--- config.mk ---
export PLATFORM = sky130hd
export DESIGN_NAME = riscv_core_vec_lsu_flat
export DESIGN_NICKNAME = d
export VERILOG_FILES = /design/src/rtl/riscv_core_vec_lsu_if.sv /design/src/rtl/riscv_core_vec_lsu.sv /design/src/flat_wrapper.sv
export SDC_FILE = /design/constraint.sdc
export NUM_CORES = 2
export LEC_CHECK = 0
export CELL_PAD_IN_SITES_DETAIL_PLACEMENT = 1
export CELL_PAD_IN_SITES_GLOBAL_PLACEMENT = 1
export CORE_ASPECT_RATIO = 0.9
export CORE_MARGIN = 4
export CORE_UTILIZATION = 40
export CTS_CLUSTER_DIAMETER = 100
export DETAILED_ROUTE_END_ITERATION = 8
export PLACE_DENSITY_LB_ADDON = 0.1
export SYNTH_ARGS = -nofsm -noshare
export SYNTH_HDL_FRONTEND = slang
export SYNTH_SLANG_ARGS = --single-unit
--- constraint.sdc ---
create_clock -name clk -period 11.9 [get_ports clk]
set_clock_uncertainty 0.05 [all_clocks]
set_input_delay 1.785 -clock clk [delete_from_list [all_inputs] [get_ports clk]]
set_output_delay 1.785 -clock clk [all_outputs]
set_load 0.02 [all_outputs]
--- src/rtl/riscv_core_vec_lsu_if.sv ---
// Handshake bundle between the vector LSU, the vector register ports and data memory.
// The slave view belongs to the LSU; the master view belongs to whatever drives it.
interface riscv_core_vec_lsu_if #(
  parameter int NLANES = 8,
  parameter int ELEM_W = 32
);
  logic                     cmd_val;
  logic                     cmd_rdy;
  logic                     cmd_store;
  logic [31:0]              cmd_base;
  logic [31:0]              cmd_stride;
  logic [3:0]               cmd_vl;
  logic [NLANES*ELEM_W-1:0] cmd_vdata;

  logic                     memreq_val;
  logic                     memreq_rdy;
  logic                     memreq_rw;
  logic [31:0]              memreq_addr;
  logic [ELEM_W-1:0]        memreq_data;

  logic                     memresp_val;
  logic                     memresp_rdy;
  logic [ELEM_W-1:0]        memresp_data;

  logic                     done_val;
  logic                     done_rdy;
  logic [NLANES*ELEM_W-1:0] done_vdata;

  modport master (
    output cmd_val, cmd_store, cmd_base, cmd_stride, cmd_vl, cmd_vdata,
    input  cmd_rdy,
    input  memreq_val, memreq_rw, memreq_addr, memreq_data,
    output memreq_rdy,
    output memresp_val, memresp_data,
    input  memresp_rdy,
    input  done_val, done_vdata,
    output done_rdy
  );

  modport slave (
    input  cmd_val, cmd_store, cmd_base, cmd_stride, cmd_vl, cmd_vdata,
    output cmd_rdy,
    output memreq_val, memreq_rw, memreq_addr, memreq_data,
    input  memreq_rdy,
    input  memresp_val, memresp_data,
    output memresp_rdy,
    output done_val, done_vdata,
    input  done_rdy
  );
endinterface

--- src/rtl/riscv_core_vec_lsu.sv ---
// Vector load/store sequencer: turns one 256-bit vector command into up to NLANES
// strided 32-bit memory accesses, packing load responses into a writeback vector.
module riscv_core_vec_lsu #(
  parameter int NLANES = 8,
  parameter int ELEM_W = 32
) (
  input logic                clk,
  input logic                reset,
  riscv_core_vec_lsu_if.slave bus
);
  localparam int VL_W  = 4;
  localparam int IDX_W = $clog2(NLANES);
  localparam int VEC_W = NLANES * ELEM_W;

  typedef enum logic [1:0] {IDLE, BUSY, DONE} state_t;

  state_t            state_reg, state_next;
  logic              store_reg, store_next;
  logic [31:0]       base_reg, base_next;
  logic [31:0]       stride_reg, stride_next;
  logic [VL_W-1:0]   vl_reg, vl_next;
  logic [VL_W-1:0]   req_idx_reg, req_idx_next;
  logic [VL_W-1:0]   resp_idx_reg, resp_idx_next;
  logic [VEC_W-1:0]  vdata_reg, vdata_next;

  logic              cmd_fire;
  logic              req_fire;
  logic              resp_fire;
  logic              done_fire;
  logic              req_pending;
  logic [VL_W-1:0]   cmd_vl_clamped;
  logic [IDX_W-1:0]  lane_sel;
  logic [31:0]       req_offset;

  assign cmd_vl_clamped = (bus.cmd_vl > VL_W'(NLANES)) ? VL_W'(NLANES) : bus.cmd_vl;
  assign req_pending    = (state_reg == BUSY) && (req_idx_reg < vl_reg);
  assign lane_sel       = req_idx_reg[IDX_W-1:0];
  // Multiply is truncated to 32 bits so negative strides wrap naturally.
  assign req_offset     = 32'(req_idx_reg) * stride_reg;

  assign cmd_fire  = bus.cmd_val && (state_reg == IDLE);
  assign req_fire  = req_pending && bus.memreq_rdy;
  assign resp_fire = bus.memresp_val && (state_reg == BUSY);
  assign done_fire = bus.done_rdy && (state_reg == DONE);

  assign bus.cmd_rdy     = (state_reg == IDLE);
  assign bus.memreq_val  = req_pending;
  assign bus.memreq_rw   = req_pending && store_reg;
  assign bus.memreq_addr = req_pending ? (base_reg + req_offset) : 32'h0;
  assign bus.memreq_data = (req_pending && store_reg)
                           ? vdata_reg[32'(lane_sel) * ELEM_W +: ELEM_W] : '0;
  assign bus.memresp_rdy = (state_reg == BUSY);
  assign bus.done_val    = (state_reg == DONE);

  always_ff @(posedge clk) begin
    if (reset) begin
      state_reg    <= IDLE;
      store_reg    <= 1'b0;
      base_reg     <= '0;
      stride_reg   <= '0;
      vl_reg       <= '0;
      req_idx_reg  <= '0;
      resp_idx_reg <= '0;
      vdata_reg    <= '0;
    end else begin
      state_reg    <= state_next;
      store_reg    <= store_next;
      base_reg     <= base_next;
      stride_reg   <= stride_next;
      vl_reg       <= vl_next;
      req_idx_reg  <= req_idx_next;
      resp_idx_reg <= resp_idx_next;
      vdata_reg    <= vdata_next;
    end
  end

  always_comb begin
    state_next    = state_reg;
    store_next    = store_reg;
    base_next     = base_reg;
    stride_next   = stride_reg;
    vl_next       = vl_reg;
    req_idx_next  = req_idx_reg;
    resp_idx_next = resp_idx_reg;
    vdata_next    = vdata_reg;
    case (state_reg)
      IDLE: begin
        if (cmd_fire) begin
          store_next    = bus.cmd_store;
          base_next     = bus.cmd_base;
          stride_next   = bus.cmd_stride;
          vl_next       = cmd_vl_clamped;
          vdata_next    = bus.cmd_vdata;
          req_idx_next  = '0;
          resp_idx_next = '0;
          state_next    = (cmd_vl_clamped == '0) ? DONE : BUSY;
        end
      end
      BUSY: begin
        if (req_fire) begin
          req_idx_next = req_idx_reg + VL_W'(1);
        end
        // Requests and responses advance independently; the last response ends the op.
        if (resp_fire) begin
          resp_idx_next = resp_idx_reg + VL_W'(1);
          if (resp_idx_reg == vl_reg - VL_W'(1)) begin
            state_next = DONE;
          end
        end
      end
      DONE: begin
        if (done_fire) begin
          state_next = IDLE;
        end
      end
      default: state_next = IDLE;
    endcase
  end

  // Each lane owns its slice of the result; cleared on accept so unused lanes read 0.
  for (genvar gi = 0; gi < NLANES; gi++) begin : g_lane
    logic [ELEM_W-1:0] lane_reg;

    always_ff @(posedge clk) begin
      if (reset || cmd_fire) begin
        lane_reg <= '0;
      end else if (resp_fire && !store_reg && (resp_idx_reg == VL_W'(gi))) begin
        lane_reg <= bus.memresp_data;
      end
    end

    assign bus.done_vdata[gi*ELEM_W +: ELEM_W] = (state_reg == DONE) ? lane_reg : '0;
  end
endmodule
--- src/flat_wrapper.sv ---
// flat-port wrapper written by rule: the top's interface ports become plain ports
module riscv_core_vec_lsu_flat 
#(
  parameter int NLANES = 8,
  parameter int ELEM_W = 32
)
  (clk, reset, bus_cmd_val, bus_cmd_store, bus_cmd_base, bus_cmd_stride, bus_cmd_vl, bus_cmd_vdata, bus_cmd_rdy, bus_memreq_val, bus_memreq_rw, bus_memreq_addr, bus_memreq_data, bus_memreq_rdy, bus_memresp_val, bus_memresp_data, bus_memresp_rdy, bus_done_val, bus_done_vdata, bus_done_rdy);
  riscv_core_vec_lsu_if #(.NLANES(NLANES), .ELEM_W(ELEM_W)) bus_i ();
  input logic clk;
  input logic reset;
  input wire logic [$bits(bus_i.cmd_val)-1:0] bus_cmd_val;
  input wire logic [$bits(bus_i.cmd_store)-1:0] bus_cmd_store;
  input wire logic [$bits(bus_i.cmd_base)-1:0] bus_cmd_base;
  input wire logic [$bits(bus_i.cmd_stride)-1:0] bus_cmd_stride;
  input wire logic [$bits(bus_i.cmd_vl)-1:0] bus_cmd_vl;
  input wire logic [$bits(bus_i.cmd_vdata)-1:0] bus_cmd_vdata;
  output wire logic [$bits(bus_i.cmd_rdy)-1:0] bus_cmd_rdy;
  output wire logic [$bits(bus_i.memreq_val)-1:0] bus_memreq_val;
  output wire logic [$bits(bus_i.memreq_rw)-1:0] bus_memreq_rw;
  output wire logic [$bits(bus_i.memreq_addr)-1:0] bus_memreq_addr;
  output wire logic [$bits(bus_i.memreq_data)-1:0] bus_memreq_data;
  input wire logic [$bits(bus_i.memreq_rdy)-1:0] bus_memreq_rdy;
  input wire logic [$bits(bus_i.memresp_val)-1:0] bus_memresp_val;
  input wire logic [$bits(bus_i.memresp_data)-1:0] bus_memresp_data;
  output wire logic [$bits(bus_i.memresp_rdy)-1:0] bus_memresp_rdy;
  output wire logic [$bits(bus_i.done_val)-1:0] bus_done_val;
  output wire logic [$bits(bus_i.done_vdata)-1:0] bus_done_vdata;
  input wire logic [$bits(bus_i.done_rdy)-1:0] bus_done_rdy;
  assign bus_i.cmd_val = bus_cmd_val;
  assign bus_i.cmd_store = bus_cmd_store;
  assign bus_i.cmd_base = bus_cmd_base;
  assign bus_i.cmd_stride = bus_cmd_stride;
  assign bus_i.cmd_vl = bus_cmd_vl;
  assign bus_i.cmd_vdata = bus_cmd_vdata;
  assign bus_cmd_rdy = bus_i.cmd_rdy;
  assign bus_memreq_val = bus_i.memreq_val;
  assign bus_memreq_rw = bus_i.memreq_rw;
  assign bus_memreq_addr = bus_i.memreq_addr;
  assign bus_memreq_data = bus_i.memreq_data;
  assign bus_i.memreq_rdy = bus_memreq_rdy;
  assign bus_i.memresp_val = bus_memresp_val;
  assign bus_i.memresp_data = bus_memresp_data;
  assign bus_memresp_rdy = bus_i.memresp_rdy;
  assign bus_done_val = bus_i.done_val;
  assign bus_done_vdata = bus_i.done_vdata;
  assign bus_i.done_rdy = bus_done_rdy;
  riscv_core_vec_lsu #(.NLANES(NLANES), .ELEM_W(ELEM_W)) u_core (.clk(clk), .reset(reset), .bus(bus_i));
endmodule
==> flow_metrics.py <==
metrics = {
    "layout": {
        "fin_area_mm2": 0.0387,
        "num-fill-cells": 8594,
        "fin_nets": 4721,
        "drive_gt1_frac": 0.0535,
        "area_delta_synth_final_pct": 31.8,
    },
    "worst_setup_path": {
        "cpMostUsedCell": "fa_1",
        "endpoint_kind": "primary output",
        "r2r-end": "u_core.g_lane[0].lane_reg[10]$_SDFFE_PP0P_",
        "reg2reg_slack_ns": 7.76,
        "crit_family": "adder cells",
        "slowest_delay_ns": 0.97,
        "cp_num_buf_inv": 3,
        "path_cells": "and2_1, fa_1, fa_1, inv_1, fa_1, inv_1, ha_1, a21oi_1, o21ai_1, or3_1, o21ai_2, o21ai_1, a211oi_2, mux2i_1, clkdlybuf4s50_1",
        "crit_fanout": 31,
        "required_ns": 10.07,
        "cp_slowest_cell": "dfxtp_1",
        "critPathLaunchType": "flip-flop",
        "ff2ff_path_depth": 6,
        "arrival_ns": 6.09,
        "worstSetupPathType": "flip-flop to primary output",
        "rr_startpoint": "u_core.state_reg[0]$_SDFFE_PP0P_",
    },
    "routing": {
        "via_per_inst": 5.21,
        "drc": 0,
        "routed_wl_um": 115000,
        "drt_iter0_drc": 1543,
        "drtAntennaViolNets": 0,
        "firstDrtPassIters": 5,
        "wl_per_cell_um": 21.8,
        "vias": 27300,
    },
    "clocking": {
        "numCtsBuffers": 67,
        "htree_levels": 3,
        "clkLatencyLatePin_ns": 0.62,
        "clock_sinks": 591,
        "cts.clk_slew.worst_paths_ns": 0.06,
        "postCtsSetupRepairBufs": 0,
        "post_cts_resized": 0,
        "cts_buffer_depth": 3,
        "cts_root_buf": "clkbuf_16",
        "cts_tree": "yes",
        "cts_hold_buf": 0,
    },
    "synth": {
        "yosysWarningCount": 0,
        "synth-xor-area-share": 0.0110,
        "synthMuxAreaShare": 0.0610,
        "synth_top_family_by_area": "simple AND/OR/NAND/NOR gates",
        "synth_area_per_cell_um2": 7.85,
        "async_flop_share": 0,
        "syn_inst": 3741,
        "yosysUniqueCellTypes": 63,
        "ys_dominant_reg_cell": "dfxtp_1",
        "synth_seq_area_share": 0.403,
        "synth_compound_area_frac": 0.125,
        "synth_edf_count": 0,
        "synth-simple-area-share": 0.258,
        "netlist_area_mm2": 0.0294,
        "synth_nets": 4234,
        "synthAdderAreaFrac": 0.0774,
        "ys_seq_elements": 591,
    },
    "die": {
        "num_io_pins": 688,
        "dieArea_mm2": 0.0778,
        "row_count": 93,
        "die_w_um": 294,
        "die_height_um": 265,
        "design.core.area_mm2": 0.0721,
        "initial_utilization": 0.407,
    },
    "grt": {
        "grt_antenna_before_repair": 39,
        "grt_pass1_vias": 28300,
        "overflow": 0,
        "grt_usage": 0.283,
        "grt_pass1_wl_um": 171000,
        "grt_start_max_net_pins": 236,
    },
    "worst_hold_path": {
        "hp-class": "flip-flop to flip-flop",
        "hold_path_end": "u_core.g_lane[7].lane_reg[29]$_SDFFE_PP0P_",
        "holdPathStages": 2,
        "hold_start": "u_core.g_lane[7].lane_reg[29]$_SDFFE_PP0P_",
    },
    "job": {
        "drv_cap": 0,
    },
    "place": {
        "hpwlAfterDp_um": 81100,
        "dp_slack_ns": 4.58,
        "placed_area_mm2": 0.0365,
        "gp_congestion": 0.836,
        "io_buffers": 687,
    },
    "sta": {
        "period_share": 0.666,
        "setup_tns_ns": 0,
        "rsz0062_at_grt": "false",
        "clock.fmax_ghz": 0.126,
        "timing.final.ws_setup_ns": 3.97,
        "worst_slew_pin_slew_ns": 1.16,
        "whs_ns": 0.399,
        "relSlewSlack": 0.228,
        "layout_min_cycle_time_ns": 7.93,
        "hold_viol_final": 0,
        "slew_viol_final": 0,
        "setup_violations": 0,
    },
    "run_status": {
        "status": "finished, final reports clean",
    },
    "pwr": {
        "power.leakage_uw": 0.0142,
        "ir_drop_mv": 0.122,
        "p_per_area_mw_per_mm2": 125,
    },
}
==> stage by stage <==
| stage | util | total power, µW | cells |
|---|---|---|---|
| CTS | 0.536 | 4880 | 5230 |
| floorplan | - | 2510 | 3741 |
| finish | 0.537 | 4840 | 5248 |
| global placement | 0.505 | 2770 | 5109 |
| global route | 0.537 | 5040 | 5244 |
| detailed placement | 0.505 | 2780 | 5109 |
==> cell usage in the layout (no fill, tap or decap), types with 7 or more instances in the layout <==
master           instances
xor2_1                  14
and3_1                   8
a21o_1                   9
nand2_1               1205
buf_4                   31
and2_1                 376
fa_1                    86
diode_2                 18
ha_1                    44
dfxtp_1                588
nor2_1                  76
mux2i_1                 35
clkbuf_8                16
clkbuf_16               68
clkbuf_1                14
nor3_1                   9
a21oi_1                623
nand4_1                  8
o21ai_0                 13
o21ai_1                  7
clkdlybuf4s50_1        686
xnor2_1                 23
mux4_2                  64
inv_1                  156
clkinv_2                13
nand3_1                  7
==> power by group <==
| part | leakage, µW | internal [µW] | switching [µW] | total (µW) |
|---|---|---|---|---|
| combinational | 0.00826 | 242 | 360 | 602 |
| clock | 0.00110 | 1210 | 891 | 2100 |
| sequential | 0.00482 | 2070 | 62.0 | 2140 |
==> layout make-up <==
cell class / instances / area [µm²] / share of cell area
multi-input combinational: 2690 / 15700 / 0.405
sequential: 591 / 11800 / 0.306
timing repair buffer: 719 / 7130 / 0.184
clock buffer: 98 / 1970 / 0.0510
tap: 950 / 1190 / 0.0307
inverter: 159 / 597 / 0.0154
clock inverter: 23 / 253 / 0.00653
antenna: 18 / 45.0 / 0.00116
==> worst register-to-register path: stages, from the launching register on <==
cell and delay, ns:
dfxtp_1 0.40, nor2_1 0.30, nand2_4 0.29, nand2b_4 0.84
buf_4 1.04, buf_4 0.89, a21oi_1 0.20
==> logic make-up (layout without fill, tap and decap cells) <==
group                      count (synthesis)  after routing
and+or+nand+nor                         1725           1725
AOI/OAI and AO/OA                        699            699
DFF                                      591            591
buffers and inverters                    460            999
adders and majority gates                130            130
muxes                                     99             99
xor gates and xnor gates                  37             37
other                                      0             18
==> layer usage <==
metal,up-vias,share of wire,track usage
li1,13000,-,-
met4,38,0.038,0.108
met3,231,0.064,0.0689
met5,-,0.0021,0
met1,13400,0.41,0.347
met2,689,0.49,0.483
==> cell usage after synthesis (all sizes together), types with 2 or more instances <==
master,n,area [µm²]
ha,44,551
and2,377,2360
o31a,2,17.5
a211oi,7,57.6
xnor2,23,201
a21oi,623,3120
or3,2,12.5
o2111ai,5,43.8
or2,3,18.8
dfxtp,591,11800
buf,97,502
and2b,2,15.0
nand3,7,35.0
inv,159,597
xor2,14,123
nand2b,7,43.8
nor2b,4,25.0
fa,86,1720
nand4,8,50.1
and3,8,50.1
o31ai,5,47.5
nand2,1208,4530
nor3,11,65.1
clkbuf,204,786
o21a,3,22.5
o211ai,4,30.0
nor2,76,285
nor3b,2,15.0
mux4,64,1440
nand3b,4,30.0
mux2i,35,350
a21o,10,76.3
nor4,3,25.0
a31oi,6,37.5
o21ai,22,118
==> worst max path at each step <==
stage | startpoint | end | slack, ns | cells after the start
6_report | u_core.req_idx_reg[3]$_SDFFE_PP0P_ | bus_memreq_addr[18] | 3.97 | 15
5_1_grt | u_core.req_idx_reg[3]$_SDFFE_PP0P_ | bus_memreq_addr[18] | 3.64 | 15
4_1_cts | u_core.req_idx_reg[3]$_SDFFE_PP0P_ | bus_memreq_addr[18] | 3.88 | 15
3_5_place_dp | u_core.req_idx_reg[3]$_SDFFE_PP0P_ | bus_memreq_addr[18] | 4.58 | 15
3_3_place_gp | u_core.req_idx_reg[3]$_SDFFE_PP0P_ | bus_memreq_addr[18] | 4.63 | 15
2_1_floorplan | u_core.req_idx_reg[1]$_SDFFE_PP0P_ | bus_memreq_addr[18] | 5.25 | 18
No activity file was read; power rests on OpenSTA's default activity.
